--- config.mk ---
export PLATFORM = sky130hd
export DESIGN_NAME = ascon_ctrl_fsm
export DESIGN_NICKNAME = d
export VERILOG_FILES = /design/src/rtl/ascon_ctrl_fsm_pkg.sv /design/src/rtl/ascon_ctrl_fsm.sv
export SDC_FILE = /design/constraint.sdc
export NUM_CORES = 1
export LEC_CHECK = 0
export BUFFER_PORTS_ARGS = -buffer_cell sky130_fd_sc_hd__buf_4
export CORE_UTILIZATION = 51
export CTS_CLUSTER_SIZE = 8
export DETAILED_ROUTE_END_ITERATION = 10
export PLACE_DENSITY = 0.76
export SETUP_SLACK_MARGIN = 0.05
export SKIP_CTS_REPAIR_TIMING = 1
export SYNTH_ARGS = -nofsm -noshare
export SYNTH_HDL_FRONTEND = slang
export SYNTH_SLANG_ARGS = --single-unit
--- constraint.sdc ---
create_clock -name clk_i -period 2.52 [get_ports clk_i]
set_clock_uncertainty 0.2 [all_clocks]
set_input_delay 0.504 -clock clk_i [delete_from_list [all_inputs] [get_ports clk_i]]
set_output_delay 0.504 -clock clk_i [all_outputs]
set_load 0.02 [all_outputs]
--- src/rtl/ascon_ctrl_fsm_pkg.sv ---
// Shared ASCON control types: modes, output select, FSM states.
// Round counts used by the round counter alongside this FSM.
package ascon_cfg;

  typedef enum logic [1:0] {
    ASCON_128  = 2'd0,
    ASCON_128A = 2'd1,
    ASCON_HASH = 2'd2
  } ascon_mode_t;

  typedef enum logic [1:0] {
    OUT_CT   = 2'd0,
    OUT_TAG  = 2'd1,
    OUT_HASH = 2'd2
  } out_sel_t;

  typedef logic [3:0] ctrl_state_t;

  localparam ctrl_state_t ST_IDLE       = 4'd0;
  localparam ctrl_state_t ST_INIT_PERM  = 4'd1;
  localparam ctrl_state_t ST_KEY_XOR    = 4'd2;
  localparam ctrl_state_t ST_ABS_AD     = 4'd3;
  localparam ctrl_state_t ST_AD_PERM    = 4'd4;
  localparam ctrl_state_t ST_DSEP       = 4'd5;
  localparam ctrl_state_t ST_ABS_TEXT   = 4'd6;
  localparam ctrl_state_t ST_TEXT_PERM  = 4'd7;
  localparam ctrl_state_t ST_FINAL_PERM = 4'd8;
  localparam ctrl_state_t ST_TAG_OUT    = 4'd9;
  localparam ctrl_state_t ST_SQZ_OUT    = 4'd10;
  localparam ctrl_state_t ST_SQZ_PERM   = 4'd11;
  localparam ctrl_state_t ST_DONE       = 4'd12;

  localparam int unsigned ROUNDS_A  = 12;
  localparam int unsigned ROUNDS_B0 = 6;
  localparam int unsigned ROUNDS_B1 = 8;

endpackage

--- src/rtl/ascon_ctrl_fsm.sv ---
// ASCON top-level sequencer: init, AD/text absorb, tag and hash squeeze.
// Strobes the round counter and permutation datapath; handshakes with host.
module ascon_ctrl_fsm
  import ascon_cfg::*;
#(
  parameter int unsigned HASH_SQZ_WORDS = 4
) (
  input  logic       clk_i,
  input  logic       rst_n_i,
  input  logic       start_i,
  input  logic [1:0] mode_i,
  input  logic       no_ad_i,
  input  logic       ad_valid_i,
  input  logic       ad_last_i,
  input  logic       text_valid_i,
  input  logic       text_last_i,
  input  logic       out_ready_i,
  input  logic       pdone_i,
  input  logic [1:0] abs_cnt_i,
  output logic       init_o,
  output logic       perm_en_o,
  output logic       abs_ad_do_o,
  output logic       abs_text_do_o,
  output logic       eot_add_key_o,
  output logic       sqz_hash_do_o,
  output logic       key_xor_o,
  output logic       dsep_o,
  output logic       hash_flag_o,
  output logic       ascon_a_o,
  output logic       ad_ready_o,
  output logic       text_ready_o,
  output logic       out_valid_o,
  output out_sel_t   out_sel_o,
  output logic       busy_o,
  output logic       done_o,
  output logic       proto_err_o
);

  localparam logic [2:0] SQZ_LAST = 3'(HASH_SQZ_WORDS - 1);

  ctrl_state_t state_q, state_d;
  logic        no_ad_q, no_ad_d;
  logic        hash_q, hash_d;
  logic        a_q, a_d;
  logic        ad_seen_q, ad_seen_d;
  logic        perr_q, perr_d;
  logic [2:0]  sqz_q, sqz_d;
  logic        last_word;

  // 128a packs two words per rate block, the others one
  assign last_word   = abs_cnt_i == (a_q ? 2'd1 : 2'd0);
  assign hash_flag_o = hash_q;
  assign ascon_a_o   = a_q;
  assign proto_err_o = perr_q;

  always_ff @(posedge clk_i or negedge rst_n_i) begin
    if (!rst_n_i) begin
      state_q   <= ST_IDLE;
      no_ad_q   <= 1'b0;
      hash_q    <= 1'b0;
      a_q       <= 1'b0;
      ad_seen_q <= 1'b0;
      perr_q    <= 1'b0;
      sqz_q     <= 3'd0;
    end else begin
      state_q   <= state_d;
      no_ad_q   <= no_ad_d;
      hash_q    <= hash_d;
      a_q       <= a_d;
      ad_seen_q <= ad_seen_d;
      perr_q    <= perr_d;
      sqz_q     <= sqz_d;
    end
  end

  always_comb begin
    state_d       = state_q;
    no_ad_d       = no_ad_q;
    hash_d        = hash_q;
    a_d           = a_q;
    ad_seen_d     = ad_seen_q;
    perr_d        = perr_q;
    sqz_d         = sqz_q;
    init_o        = 1'b0;
    perm_en_o     = 1'b0;
    abs_ad_do_o   = 1'b0;
    abs_text_do_o = 1'b0;
    eot_add_key_o = 1'b0;
    sqz_hash_do_o = 1'b0;
    key_xor_o     = 1'b0;
    dsep_o        = 1'b0;
    ad_ready_o    = 1'b0;
    text_ready_o  = 1'b0;
    out_valid_o   = 1'b0;
    out_sel_o     = OUT_CT;
    busy_o        = 1'b1;
    done_o        = 1'b0;
    unique case (state_q)
      ST_IDLE: begin
        busy_o = start_i;
        if (start_i) begin
          init_o    = 1'b1;
          no_ad_d   = no_ad_i;
          hash_d    = mode_i == ASCON_HASH;
          a_d       = mode_i == ASCON_128A;
          ad_seen_d = 1'b0;
          perr_d    = 1'b0;
          sqz_d     = 3'd0;
          state_d   = ST_INIT_PERM;
        end
      end
      ST_INIT_PERM: begin
        perm_en_o = 1'b1;
        if (pdone_i) state_d = hash_q ? ST_ABS_AD : ST_KEY_XOR;
      end
      ST_KEY_XOR: begin
        key_xor_o = 1'b1;
        state_d   = no_ad_q ? ST_DSEP : ST_ABS_AD;
      end
      ST_ABS_AD: begin
        ad_ready_o = 1'b1;
        if (ad_valid_i) begin
          abs_ad_do_o = 1'b1;
          if (ad_last_i && !last_word) perr_d = 1'b1;
          if (last_word) begin
            ad_seen_d = ad_last_i;
            state_d   = ST_AD_PERM;
          end
        end
      end
      ST_AD_PERM: begin
        perm_en_o = 1'b1;
        if (pdone_i) begin
          if (!ad_seen_q) begin
            state_d = ST_ABS_AD;
          end else if (hash_q) begin
            sqz_d   = 3'd0;
            state_d = ST_SQZ_OUT;
          end else begin
            state_d = ST_DSEP;
          end
        end
      end
      ST_DSEP: begin
        dsep_o  = 1'b1;
        state_d = ST_ABS_TEXT;
      end
      ST_ABS_TEXT: begin
        text_ready_o = out_ready_i;
        out_valid_o  = text_valid_i;
        out_sel_o    = OUT_CT;
        if (text_valid_i && out_ready_i) begin
          abs_text_do_o = 1'b1;
          if (text_last_i && !last_word) perr_d = 1'b1;
          if (last_word) begin
            if (text_last_i) begin
              eot_add_key_o = 1'b1;
              state_d       = ST_FINAL_PERM;
            end else begin
              state_d = ST_TEXT_PERM;
            end
          end
        end
      end
      ST_TEXT_PERM: begin
        perm_en_o = 1'b1;
        if (pdone_i) state_d = ST_ABS_TEXT;
      end
      ST_FINAL_PERM: begin
        perm_en_o = 1'b1;
        if (pdone_i) state_d = ST_TAG_OUT;
      end
      ST_TAG_OUT: begin
        out_valid_o = 1'b1;
        out_sel_o   = OUT_TAG;
        if (out_ready_i) state_d = ST_DONE;
      end
      ST_SQZ_OUT: begin
        out_valid_o = 1'b1;
        out_sel_o   = OUT_HASH;
        if (out_ready_i) begin
          if (sqz_q < SQZ_LAST) begin
            sqz_hash_do_o = 1'b1;
            sqz_d         = sqz_q + 3'd1;
            state_d       = ST_SQZ_PERM;
          end else begin
            state_d = ST_DONE;
          end
        end
      end
      ST_SQZ_PERM: begin
        perm_en_o = 1'b1;
        if (pdone_i) state_d = ST_SQZ_OUT;
      end
      ST_DONE: begin
        busy_o  = 1'b0;
        done_o  = 1'b1;
        state_d = ST_IDLE;
      end
      default: begin
        busy_o  = 1'b0;
        state_d = ST_IDLE;
      end
    endcase
  end

endmodule
==> results.toml, run 1 <==
[synthesis]
ys.flop_type = "dfrtp_1"
ys_async_sr_fraction_pct = 100
ys_seq_area_share_pct = 26.7
synthesis.area_mm2 = 0.00113
yosysMostFrequentCell = "dfrtp_1"
syn_area_per_cell_um2 = 8.73
yosysUniqueCellTypes = 55
synth.largest_area_cell = "dfrtp_1"
synth_seq_cells = 12
syn_nets = 144
synthCells = 129
synth_edf_count = 0
synth_top_cell_area_share_pct = 26.7
synth_area_leaders = "dfrtp_1, o21ai_0, nand2_1"
synth_warnings = 0
netlist_top_cells_count = "dfrtp_1, nand2_1, nor2_1"

[sta]
min_period_ns = 2.38
drv_slew = 0
tightest_slew_ns = 0.565
finalHoldViolCount = 0
finalSetupViolations = 0
max_slew_margin_pct = 62.1
fin_crit_sh_pct = 94.5
fmax_mhz = 420
rsz0062_at_grt = "no"

[die]
die_area_mm2 = 0.00240
num_rows = 16
initial_utilization_pct = 55.7
die_h_um = 49.0
ios = 32
core-area_mm2 = 0.00202
die_w_um = 49.0

[routing]
drt-total-wl_um = 2980
avgViaCountPerCell = 6.01
dr_wl_met2_um = 1510
drt_iter0_drc = 18
first_pass_iters = 4
vias = 1153
wl_per_cell_um = 15.5
post-route-drc-count = 0
routed.top_layer = "met4"
ant_nets = 0
routedLengthMet1_um = 1260
route.met3.wl_um = 191

[cts]
cts_buffer_depth = 2
clk_pin_slew_ns = 0.08
insertion_delay_ns = 0.28
cts_buffers = 3
cts.sinks = 12
h-tree-depth = 1
cts_root_buffer = "clkbuf_4"
cts_tree = "yes"

[outcome]
outcome = "finished, final reports clean"

[setup_path]
rrSetupSlack_ns = 0.39
critPathMaxStageDelay_ns = 0.48
cpMostUsedCell = "buf_4"
crit_required_ns = 1.82
cp_max_fo = 9
rr_worst_depth = 5
slowest_stage = "dfrtp_2"
start_kind = "register"
arrival_ns = 1.68
crit_family = "flip-flops"
crit_type = "reg2out"
worstReg2RegEnd = "state_q[0]"
cp_cell_sequence = "buf_4 -> nor4_4 -> nand2_2 -> inv_1 -> buf_4"
path_buf_inv = 3
cp-end-kind = "output port"
r2r-start = "state_q[1]"

[worst_hold_path]
holdPathStages = 2
hp-class = "in2reg"
holdCritStartpoint = "no_ad_i"
whs_endpoint = "no_ad_q"

[cells_and_area]
antennaDiodeCount = 0
syn2layout_area_growth_pct = 30.0
finalNetCount = 181
fin_area_mm2 = 0.00146
drive_gt1_share_pct = 38.2

[placed_design]
port_buffers = 31
gp_congestion = 0.885
placed_cell_area_mm2 = 0.00139
dp_hpwl_um = 2250

[global_routing]
antenna_found_initial = 0
grt_max_degree = 14
grt_use_total_pct = 25.6
grt_pass1_vias = 1039
grt_pass1_wl_um = 4770
grt-ovfl-total = 0

[power_and_ir_drop]
p_total_uw = 1980
cellPowerDensity_mw_per_mm2 = 1350
p_leak_uw = 0.000672
vdd_drop_max_v = 0.000952

[flow_run]
maxCapViolations = 0
worst max-delay path by stage:
stage,depth (start not counted),slack (ns),start,endpoint
2_1_floorplan,4,0.12,state_q[3],eot_add_key_o
3_3_place_gp,4,0.35,state_q[2],eot_add_key_o
3_5_place_dp,5,0.23,state_q[1],state_q[0]
4_1_cts,4,-0.04,state_q[1],out_valid_o
5_1_grt,5,0.05,state_q[0],init_o
6_report,5,0.14,state_q[0],init_o
routing by layer:
metal | vias up | GRT usage, %
li1 | 550 | -
met1 | 561 | 31.1
met2 | 38 | 46.3
met3 | 4 | 5.61
met4 | 0 | 4.41
met5 | - | 0
kinds of logic after synthesis:
kind of cell / share of synthesized area, %
fa+ha+maj: 1.11
mux: 4.22
flops: 26.7
xor+xnor: 3.11
compound gates: 28.4
buf+inv: 7.00
simple gates: 29.4
state kept, by name, indices dropped and copies added (netlist names):
signal and flops:
ad_seen_q 1, ascon_a_o 1, hash_flag_o 1, no_ad_q 1
proto_err_o 1, sqz_q 3, state_q 4
layout make-up:
type | count | area, µm²
flip-flops and latches | 12 | 305
fillers | 161 | 558
well taps | 27 | 33.8
repair buffers | 40 | 303
inverters | 6 | 22.5
clock buffers | 4 | 36.3
multi-input cells | 103 | 763
placed cells by master, fill, tap and decap left out, drive strengths merged, types with 2 or more instances in the layout:
| cell type | n |
|---|---|
| and3 | 3 |
| mux2 | 3 |
| a31oi | 2 |
| nand3b | 3 |
| nand2b | 6 |
| nor2b | 2 |
| xor2 | 3 |
| a21oi | 5 |
| clkbuf | 4 |
| buf | 39 |
| inv | 6 |
| o21ai | 10 |
| a22o | 4 |
| and2 | 2 |
| nor2 | 11 |
| dfrtp | 12 |
| a211oi | 3 |
| nor3 | 4 |
| a22oi | 2 |
| nand2 | 12 |
metrics by stage:
step | setup WS, ns | setup TNS, ns | instances | hold WS, ns | util, %
final | 0.139 | 0 | 192 | 0.261 | 72.4
after global routing | 0.0503 | 0 | 192 | 0.258 | 72.4
after CTS | -0.0360 | -0.0559 | 190 | -0.145 | 70.5
after detailed placement | 0.229 | 0 | 186 | 0.158 | 68.7
after global placement | 0.350 | 0 | 186 | 0.153 | 68.7
after floorplan | 0.123 | 0 | 129 | 0.00841 | -
power breakdown:
part	leakage, µW	switching [µW]	internal (µW)	total (µW)
combinational	0.000502	735	656	1390
clock	0.0000210	68.8	87.9	157
sequential	0.000149	153	277	430
total	0.000672	957	1020	1980
No activity file was read; power rests on OpenSTA's default activity.
==> run 2, diff against run 1 <==
--- a/config.mk
+++ b/config.mk
@@ -11,7 +11,6 @@
 export DETAILED_ROUTE_END_ITERATION = 10
 export PLACE_DENSITY = 0.76
 export SETUP_SLACK_MARGIN = 0.05
-export SKIP_CTS_REPAIR_TIMING = 1
 export SYNTH_ARGS = -nofsm -noshare
 export SYNTH_HDL_FRONTEND = slang
 export SYNTH_SLANG_ARGS = --single-unit
==> constraint.sdc (replaced) <==
create_clock -name clk_i -period 2.2 [get_ports clk_i]
set_clock_uncertainty 0.2 [all_clocks]
set_input_delay 0.44 -clock clk_i [delete_from_list [all_inputs] [get_ports clk_i]]
set_output_delay 0.44 -clock clk_i [all_outputs]
set_load 0.02 [all_outputs]
==> results.toml, run 2 (same netlist as run 1, synthesis figures left out) <==
[setup_path]
cp_max_fo = 5
crit_start = "state_q[0]"
cp_cell_sequence = "buf_4 -> xnor2_4 -> buf_4 -> a21o_1 -> buf_4"
r2r-start = "state_q[3]"
slowest_stage = "dfrtp_2"
crit_required_ns = 1.56
arrival_ns = 1.61
cp-end-kind = "output port"
path_buf_inv = 3
crit_type = "reg2out"
crit_family = "buffers and inverters"
critPathMaxStageDelay_ns = 0.47
cpMostUsedCell = "buf_4"
start_kind = "register"

[cells_and_area]
largestRegisters = "state_q x4, sqz_q x3"
finalNetCount = 212
mostFrequentLayoutCell = "buf_4"
syn2layout_area_growth_pct = 62.3
drive_gt1_share_pct = 53.6
layout_common_cells = "buf_4, buf_6, nand2_1"
fin_cells = 223
largest_register_ffs = 4
antennaDiodeCount = 0
regMostFlops = "state_q"

[power_and_ir_drop]
cellPowerDensity_mw_per_mm2 = 1690
p_leak_uw = 0.000868
vdd_drop_max_v = 0.00100

[cts]
cts_buffer_depth = 2
cts_tree = "yes"
clk_pin_slew_ns = 0.09
cts_buffers = 3
insertion_delay_ns = 0.28
cts_root_buffer = "clkbuf_4"
cts.sinks = 12
h-tree-depth = 1

[placed_design]
dp_cells = 193
gp_congestion = 0.861
port_buffers = 31
dp_hpwl_um = 2400

[outcome]
violations = "setup timing"
outcome = "finished, violations left"

[routing]
routedLengthMet1_um = 1760
avgViaCountPerCell = 6.32
dr_wl_met2_um = 2220
first_pass_iters = 5
route.met3.wl_um = 352
drt-total-wl_um = 4650
post-route-drc-count = 0
vias = 1409
drt_iter0_drc = 87
wl_per_cell_um = 20.9
ant_nets = 0
routed.top_layer = "met4"

[sta]
tightest_slew_ns = 0.473
fmax_mhz = 444
fin_hold_ws_ns = 0.197
rsz0062_at_grt = "yes"
finalWorstSetupSlack_ns = -0.0548
drv_slew = 0
fin_crit_sh_pct = 102
finalHoldViolCount = 0
finalSetupViolations = 6
max_slew_margin_pct = 68.5
min_period_ns = 2.25

[global_routing]
grt_pass1_wl_um = 5950
antenna_found_initial = 0
grt_use_total_pct = 32.3
grt_pass1_vias = 1279
grt_max_degree = 13
grt-ovfl-total = 0

[die]
num_rows = 16
initial_utilization_pct = 55.7
core-area_mm2 = 0.00202
die_w_um = 49.0
die_h_um = 49.0
die_area_mm2 = 0.00240
ios = 32

[worst_hold_path]
holdCritStartpoint = "no_ad_i"
hp-class = "in2reg"

[flow_run]
maxCapViolations = 0
-- run 2: cell count changes in the layout (fill, tap and decap cells not counted), sizes merged --
cell	delta
buf	+31
-- run 2: area by class of cell --
cell class | instances | area (µm²)
multi-input combinational | 103 | 851
clock buffer | 4 | 36.3
fill | 92 | 194
tap | 27 | 33.8
sequential | 12 | 304
timing repair buffer | 71 | 581
inverter | 6 | 22.5
-- run 2: stage by stage --
| step | setup slack [ns] | cell area [µm²] | TNS (ns) | utilization, % | total power [µW] |
|---|---|---|---|---|---|
| 2_1_floorplan | 0.0395 | 1130 | 0 | - | 1620 |
| 5_1_grt | -0.0745 | 1830 | -0.367 | 90.4 | 3210 |
| 4_1_cts | 0.0218 | 1690 | 0 | 83.7 | 2620 |
| 3_5_place_dp | 0.0662 | 1450 | 0 | 71.5 | 2110 |
| 6_report | -0.0548 | 1830 | -0.189 | 90.4 | 3080 |
| 3_3_place_gp | 0.0841 | 1450 | 0 | 71.5 | 2080 |
-- run 2: report_power, final --
| group | total (µW) | internal [µW] | switching, µW |
|---|---|---|---|
| clock | 189 | 101 | 87.9 |
| combinational | 2470 | 1220 | 1250 |
| sequential | 423 | 312 | 110 |
-- run 2: path summary, 6_finish.rpt --
kind | end | slack [ns] | depth (start not counted)
setup reg to reg | state_q[0] | 0.01 | 8
hold reg to reg | proto_err_o | 0.34 | 2
hold / removal | no_ad_q | 0.20 | 2
setup / recovery | perm_en_o | -0.05 | 5
min in group asynchronous | sqz_q[2] | 0.35 | 2
max in group asynchronous | state_q[3] | 1.27 | 2
-- run 2: layer usage --
layer  track usage (%)  vias to the layer above
met5                 0                        -
met4              6.37                        0
met3              7.48                       36
met2              58.3                      102
met1              38.9                      655
li1                  -                      616
-- run 2: worst register-to-register path: stages, from the launching register on --
cell and delay (ns):
dfrtp_2 0.48, buf_6 0.16, buf_6 0.11, buf_4 0.13, nor3_1 0.33, a2bb2oi_2 0.11
o211a_4 0.18, nand2_4 0.08, mux2_4 0.30
-- run 2: what timing repair did --
action | 4_1_cts | 5_1_grt
hold buffers | 1 | 0
resized for setup | 17 | 20
setup endpoints to repair | 10 | 12
pin swaps | 6 | 6
buffers inserted | 18 | 8
hold endpoints to repair | 12 | 0
